$ cat src/rtl/pipeline_memory_writeback.sv
// Memory stage and MEM/WB pipeline register.
// Holds the front of the pipe on data-cache misses and registers the writeback word.
package cpu_types_pkg;
  typedef logic [31:0] word_t;
  typedef logic [4:0]  regbits_t;
endpackage

module pipeline_memory_writeback
  import cpu_types_pkg::*;
(
  input  logic        CLK,
  input  logic        nRST,
  input  logic        dREN_mem,
  input  logic        dWEN_mem,
  input  logic        MemToReg_mem,
  input  logic        jal_mem,
  input  logic        RegWrite_mem,
  input  logic        halt_mem,
  input  logic [31:0] port_o_mem,
  input  logic [31:0] rdat2_mem,
  input  logic [31:0] pc4_mem,
  input  logic [4:0]  regWSEL_mem,
  input  logic        mw_hold,
  input  logic        mw_flush,
  input  logic        dhit,
  input  logic [31:0] dmemload,
  output logic        dmemREN,
  output logic        dmemWEN,
  output logic [31:0] dmemaddr,
  output logic [31:0] dmemstore,
  output logic        mem_stall,
  output logic        RegWrite_wb,
  output logic        halt_wb,
  output logic [31:0] wdat_wb,
  output logic [4:0]  regWSEL_wb,
  output logic [31:0] stall_cnt
);

  localparam logic [1:0] IDLE   = 2'd0;
  localparam logic [1:0] WAIT   = 2'd1;
  localparam logic [1:0] DONE   = 2'd2;
  localparam logic [1:0] HALTED = 2'd3;

  logic [1:0] state, nstate;
  logic       mop, done, halted;
  logic       cap, ld_en;
  word_t      ldbuf, wword;

  assign mop    = dREN_mem | dWEN_mem;
  assign done   = (state == DONE);
  assign halted = (state == HALTED);

  // DONE drops the request so a completed store is not reissued
  assign dmemREN   = dREN_mem & ~done & ~halted;
  assign dmemWEN   = dWEN_mem & ~done & ~halted;
  assign dmemaddr  = port_o_mem;
  assign dmemstore = rdat2_mem;
  assign mem_stall = mop & ~dhit & ~done & ~halted;

  assign cap = ~mw_flush & ~mw_hold & ~mem_stall;

  always_comb begin
    wword = port_o_mem;
    if (jal_mem)
      wword = pc4_mem;
    else if (MemToReg_mem)
      wword = done ? ldbuf : dmemload;
  end

  always_comb begin
    nstate = state;
    ld_en  = 1'b0;
    if (!halted && cap && halt_mem) begin
      nstate = HALTED;
    end else begin
      unique case (state)
        IDLE: begin
          if (mop && !dhit) begin
            nstate = WAIT;
          end else if (mop && dhit && mw_hold) begin
            nstate = DONE;
            ld_en  = 1'b1;
          end
        end
        WAIT: begin
          if (dhit && !mw_hold) begin
            nstate = IDLE;
          end else if (dhit && mw_hold) begin
            nstate = DONE;
            ld_en  = 1'b1;
          end
        end
        DONE: begin
          if (!mw_hold)
            nstate = IDLE;
        end
        HALTED: nstate = HALTED;
        default: nstate = IDLE;
      endcase
    end
  end

  always_ff @(posedge CLK or negedge nRST) begin
    if (!nRST) begin
      state <= IDLE;
      ldbuf <= '0;
    end else begin
      state <= nstate;
      if (ld_en)
        ldbuf <= dmemload;
    end
  end

  // halt_wb is sticky: bubbles and flushes never clear it
  always_ff @(posedge CLK or negedge nRST) begin
    if (!nRST) begin
      RegWrite_wb <= 1'b0;
      halt_wb     <= 1'b0;
      wdat_wb     <= '0;
      regWSEL_wb  <= '0;
    end else if (mw_flush) begin
      RegWrite_wb <= 1'b0;
      wdat_wb     <= '0;
      regWSEL_wb  <= '0;
    end else if (mw_hold) begin
      RegWrite_wb <= RegWrite_wb;
    end else if (mem_stall) begin
      RegWrite_wb <= 1'b0;
      wdat_wb     <= '0;
      regWSEL_wb  <= '0;
    end else begin
      RegWrite_wb <= RegWrite_mem;
      halt_wb     <= halt_wb | halt_mem;
      wdat_wb     <= wword;
      regWSEL_wb  <= regWSEL_mem;
    end
  end

  always_ff @(posedge CLK or negedge nRST) begin
    if (!nRST)
      stall_cnt <= '0;
    else if (mem_stall && (stall_cnt != 32'hFFFF_FFFF))
      stall_cnt <= stall_cnt + 32'd1;
  end

endmodule

$ cat config.mk
export PLATFORM = sky130hd
export DESIGN_NAME = pipeline_memory_writeback
export DESIGN_NICKNAME = d
export VERILOG_FILES = /design/src/rtl/pipeline_memory_writeback.sv
export SDC_FILE = /design/constraint.sdc
export NUM_CORES = 1
export LEC_CHECK = 0
export BUFFER_PORTS_ARGS = -buffer_cell sky130_fd_sc_hd__buf_4
export CAP_MARGIN = 20
export CORE_MARGIN = 3
export CORE_UTILIZATION = 42
export CTS_CLUSTER_SIZE = 16
export DETAILED_ROUTE_END_ITERATION = 6
export GPL_ROUTABILITY_DRIVEN = 0
export PLACE_DENSITY_LB_ADDON = 0.12
export SLEW_MARGIN = 5
export SYNTH_ARGS = -nofsm -noshare
export SYNTH_HDL_FRONTEND = slang
export SYNTH_SLANG_ARGS = --single-unit
export TNS_END_PERCENT = 1
$ cat constraint.sdc
create_clock -name CLK -period 1.9 [get_ports CLK]
set_input_delay 0.19 -clock CLK [delete_from_list [all_inputs] [get_ports CLK]]
set_output_delay 0.19 -clock CLK [all_outputs]
set_load 0.01 [all_outputs]
==> flow_summary.toml <==
[synthesis]
yosys.area.top_type = "dfrtp_1"
synth-seq-cells = 105
synth_area_leaders = "dfrtp_1 (46%), buf_4 (8.3%), mux2_2 (6.4%), mux2i_1 (5.6%), a211oi_1 (4.2%)"
synth_top_family_by_area = "simple AND/OR/NAND/NOR gates"
async_flop_share_pct = 100.0
netlist_instances = 568
post_synth_num_cell_types = 50
synthFlopType = "dfrtp_1"
synth_top_area_share_pct = 45.59
synth-adder-area-share_pct = 0.2171
yosysSeqAreaShare_pct = 45.59
yosys.area_share.simple_pct = 14.76
synth_warnings = 0
synth_area_per_cell_um2 = 10.15
syn_nets = 713
synth_xor_area_share_pct = 4.538
synth-edff-count = 0
synth.area.mux_share_pct = 12.01
synth_common_cells = "dfrtp_1 (105), buf_4 (64), nand2_1 (48)"
synth_compound_area_share_pct = 11.83
yosysMostFrequentCell = "dfrtp_1"
syn_area_um2 = 5763

[routing]
drc = 0
drtAntennaViolNets = 0
dr.pass1.iters = 4
wl_per_cell_um = 17.13
wirelength_um = 15540
num_vias = 4725
via_per_inst = 5.209
drt_iter0_markers = 195

[sta]
tns_ps = 0
grt_setup_unrepaired = "true"
hold_viol_final = 0
finalCriticalPeriod_ps = 1831
setup_viol = 0
tightest_slew_ps = 654.9
relSlewSlack_pct = 56.34
max_freq_mhz = 546.3
fin_worst_skew_ps = 9.969
slew_viol_final = 0
period_share_pct = 96.34
timing.hold.ws_ps = 62.60

[pwr]
sw_frac_of_total_pct = 29.17
pwr-share-comb_pct = 30.0
clock_power_share_pct = 27.7
power_density_nw_per_um2 = 952.9
seqPwrFrac_pct = 42.3
intPower_mw = 5.144
ir_drop_uv = 503.8
power.switching_mw = 2.118
p_leak_nw = 3.780

[global_route]
antenna_found_initial = 1
grt_pass1_vias = 4644
grt_pass1_wl_um = 24060
track_usage_pct = 20.41
grt_max_degree = 65
grt-ovfl-total = 0

[clocking]
cts_tree = "done"
cts_buffers = 9
clkLatencyLatePin_ps = 350
path_clk_slew_ps = 70
clockRootBuffer = "clkbuf_16"
h-tree-depth = 3
post-cts-setup-buffers = 0
cts.sinks = 105
cts_buffer_depth = 2

[setup_path]
endpoint = "stall_cnt[5]"
r2r_slack_ps = 70
startpoint_type = "register"
critPathArrivalTime_ps = 2030
critPathKind = "reg -> reg"
required_ps = 2100
reg2reg_to = "stall_cnt[5]"
startpoint = "stall_cnt[9]"
endpoint_kind = "register"
regToRegStartpoint = "stall_cnt[9]"
reg2regPathDepth = 6
crit_fanout = 7

[floorplanning]
fp-row-count = 42
ios = 282
start_util_pct = 43.18
dieArea_um2 = 15160
die_x_um = 123.1
die_y_um = 123.1
core_um2 = 13350

[cells_and_area]
drive_gt1_share_pct = 42.82
seqCellArea_um2 = 2630
fin_nets = 871
fillerInstances = 1197
syn_to_final_growth_pct = 32.24
final_core_util_pct = 57.10
diodes = 0
multi_input_area_um2 = 2552

[placed_design]
dp_hpwl_um = 11550
io_buffers = 217

[min_path]
hold_class = "in -> reg"

[run]
drv_cap = 0

[outcome]
status = "complete, no violations"
## cell usage in the layout, fill, tap and decap left out, types with 3 or more instances in the layout
cell type | netlist | layout
buf_4 | 64 | 235
dfrtp_1 | 105 | 103
nand2_1 | 48 | 48
nor2_1 | 39 | 39
a21oi_1 | 35 | 35
mux2_2 | 33 | 33
mux2i_1 | 32 | 32
a211oi_1 | 32 | 32
o21ai_0 | 30 | 30
xor2_1 | 14 | 14
xnor2_1 | 14 | 14
nand4_1 | 13 | 13
nor3_1 | 12 | 11
nand3_1 | 11 | 9
clkbuf_16 | 0 | 9
a22o_1 | 6 | 6
inv_1 | 5 | 5
buf_12 | 0 | 5
and3_1 | 4 | 4
and4_1 | 3 | 3
o21ai_1 | 3 | 3
## per-layer routing
layer | vias to the layer above | global-route usage (%) | share of wire [%]
met3 | 28 | 4.986 | 7.3
met2 | 156 | 33.67 | 49
met5 | - | 0 | 0.071
li1 | 2263 | - | -
met4 | 2 | 6.713 | 1.6
met1 | 2276 | 26.39 | 42
## worst max-delay path, stage by stage, from the launching register on
cell     delay (ps)
dfrtp_1         450
nand4_4         130
nor4_4          440
and4b_1         280
buf_4           160
nor4_1           70
xor2_1          150
## power groups by stage
stage	Combinational (mW)	Clock [mW]	Sequential [mW]
floorplan	1.37	0	3.11
global placement	2.17	0	3.07
detailed placement	2.20	0	3.10
CTS	2.21	2.07	3.06
global route	2.39	2.15	3.14
finish	2.18	2.01	3.07
## metrics by stage
step                instance area (um^2)  cells  total power, mW  setup slack (ps)
global placement                    7252    890            5.240             70.64
floorplan                           5772    568            4.473             24.22
finish                              7621    907            7.262             69.48
global route                        7621    907            7.688            -47.64
detailed placement                  7252    890            5.306             83.22
CTS                                 7584    907            7.339             71.15
## final cells by class
type,instances,share of cell area [%]
Timing Repair Buffer,241,24.59
Inverter,6,0.2955
Sequential cell,105,34.51
Multi-Input combinational cell,363,33.49
Tap cell,176,2.890
Clock inverter,5,1.034
Clock buffer,11,3.185
## cell families (layout without fill, tap and decap cells)
kind of cell / after synthesis / in the layout
AO/OA/AOI/OAI: 111 / 111
XOR/XNOR: 29 / 29
adder cells (fa/ha/maj): 1 / 1
buffers and inverters: 100 / 263
flip-flops: 105 / 105
multiplexers: 65 / 65
AND/OR/NAND/NOR: 157 / 157
## what timing repair did
action                                  CTS  global route
hold buffers                              1             0
endpoints found under the setup margin    0            16
resized for setup                         0             6
endpoints found under the hold margin    40             0
## registers in the layout, summed over array words and instances, names as in the netlist
register,cells
ldbuf,32
stall_cnt,32
wdat_wb,32
regWSEL_wb,5
state,2
RegWrite_wb,1
halt_wb,1
## worst min-delay path by stage
| stage | from | end | cells after the start |
|---|---|---|---|
| after global placement | nRST | regWSEL_wb[0] | 1 |
| after global routing | RegWrite_mem | RegWrite_wb | 2 |
| final | regWSEL_mem[4] | regWSEL_wb[4] | 2 |
| after CTS | RegWrite_mem | RegWrite_wb | 2 |
| after floorplan | nRST | RegWrite_wb | 0 |
| after detailed placement | nRST | RegWrite_wb | 1 |
No activity file was read; power rests on OpenSTA's default activity.
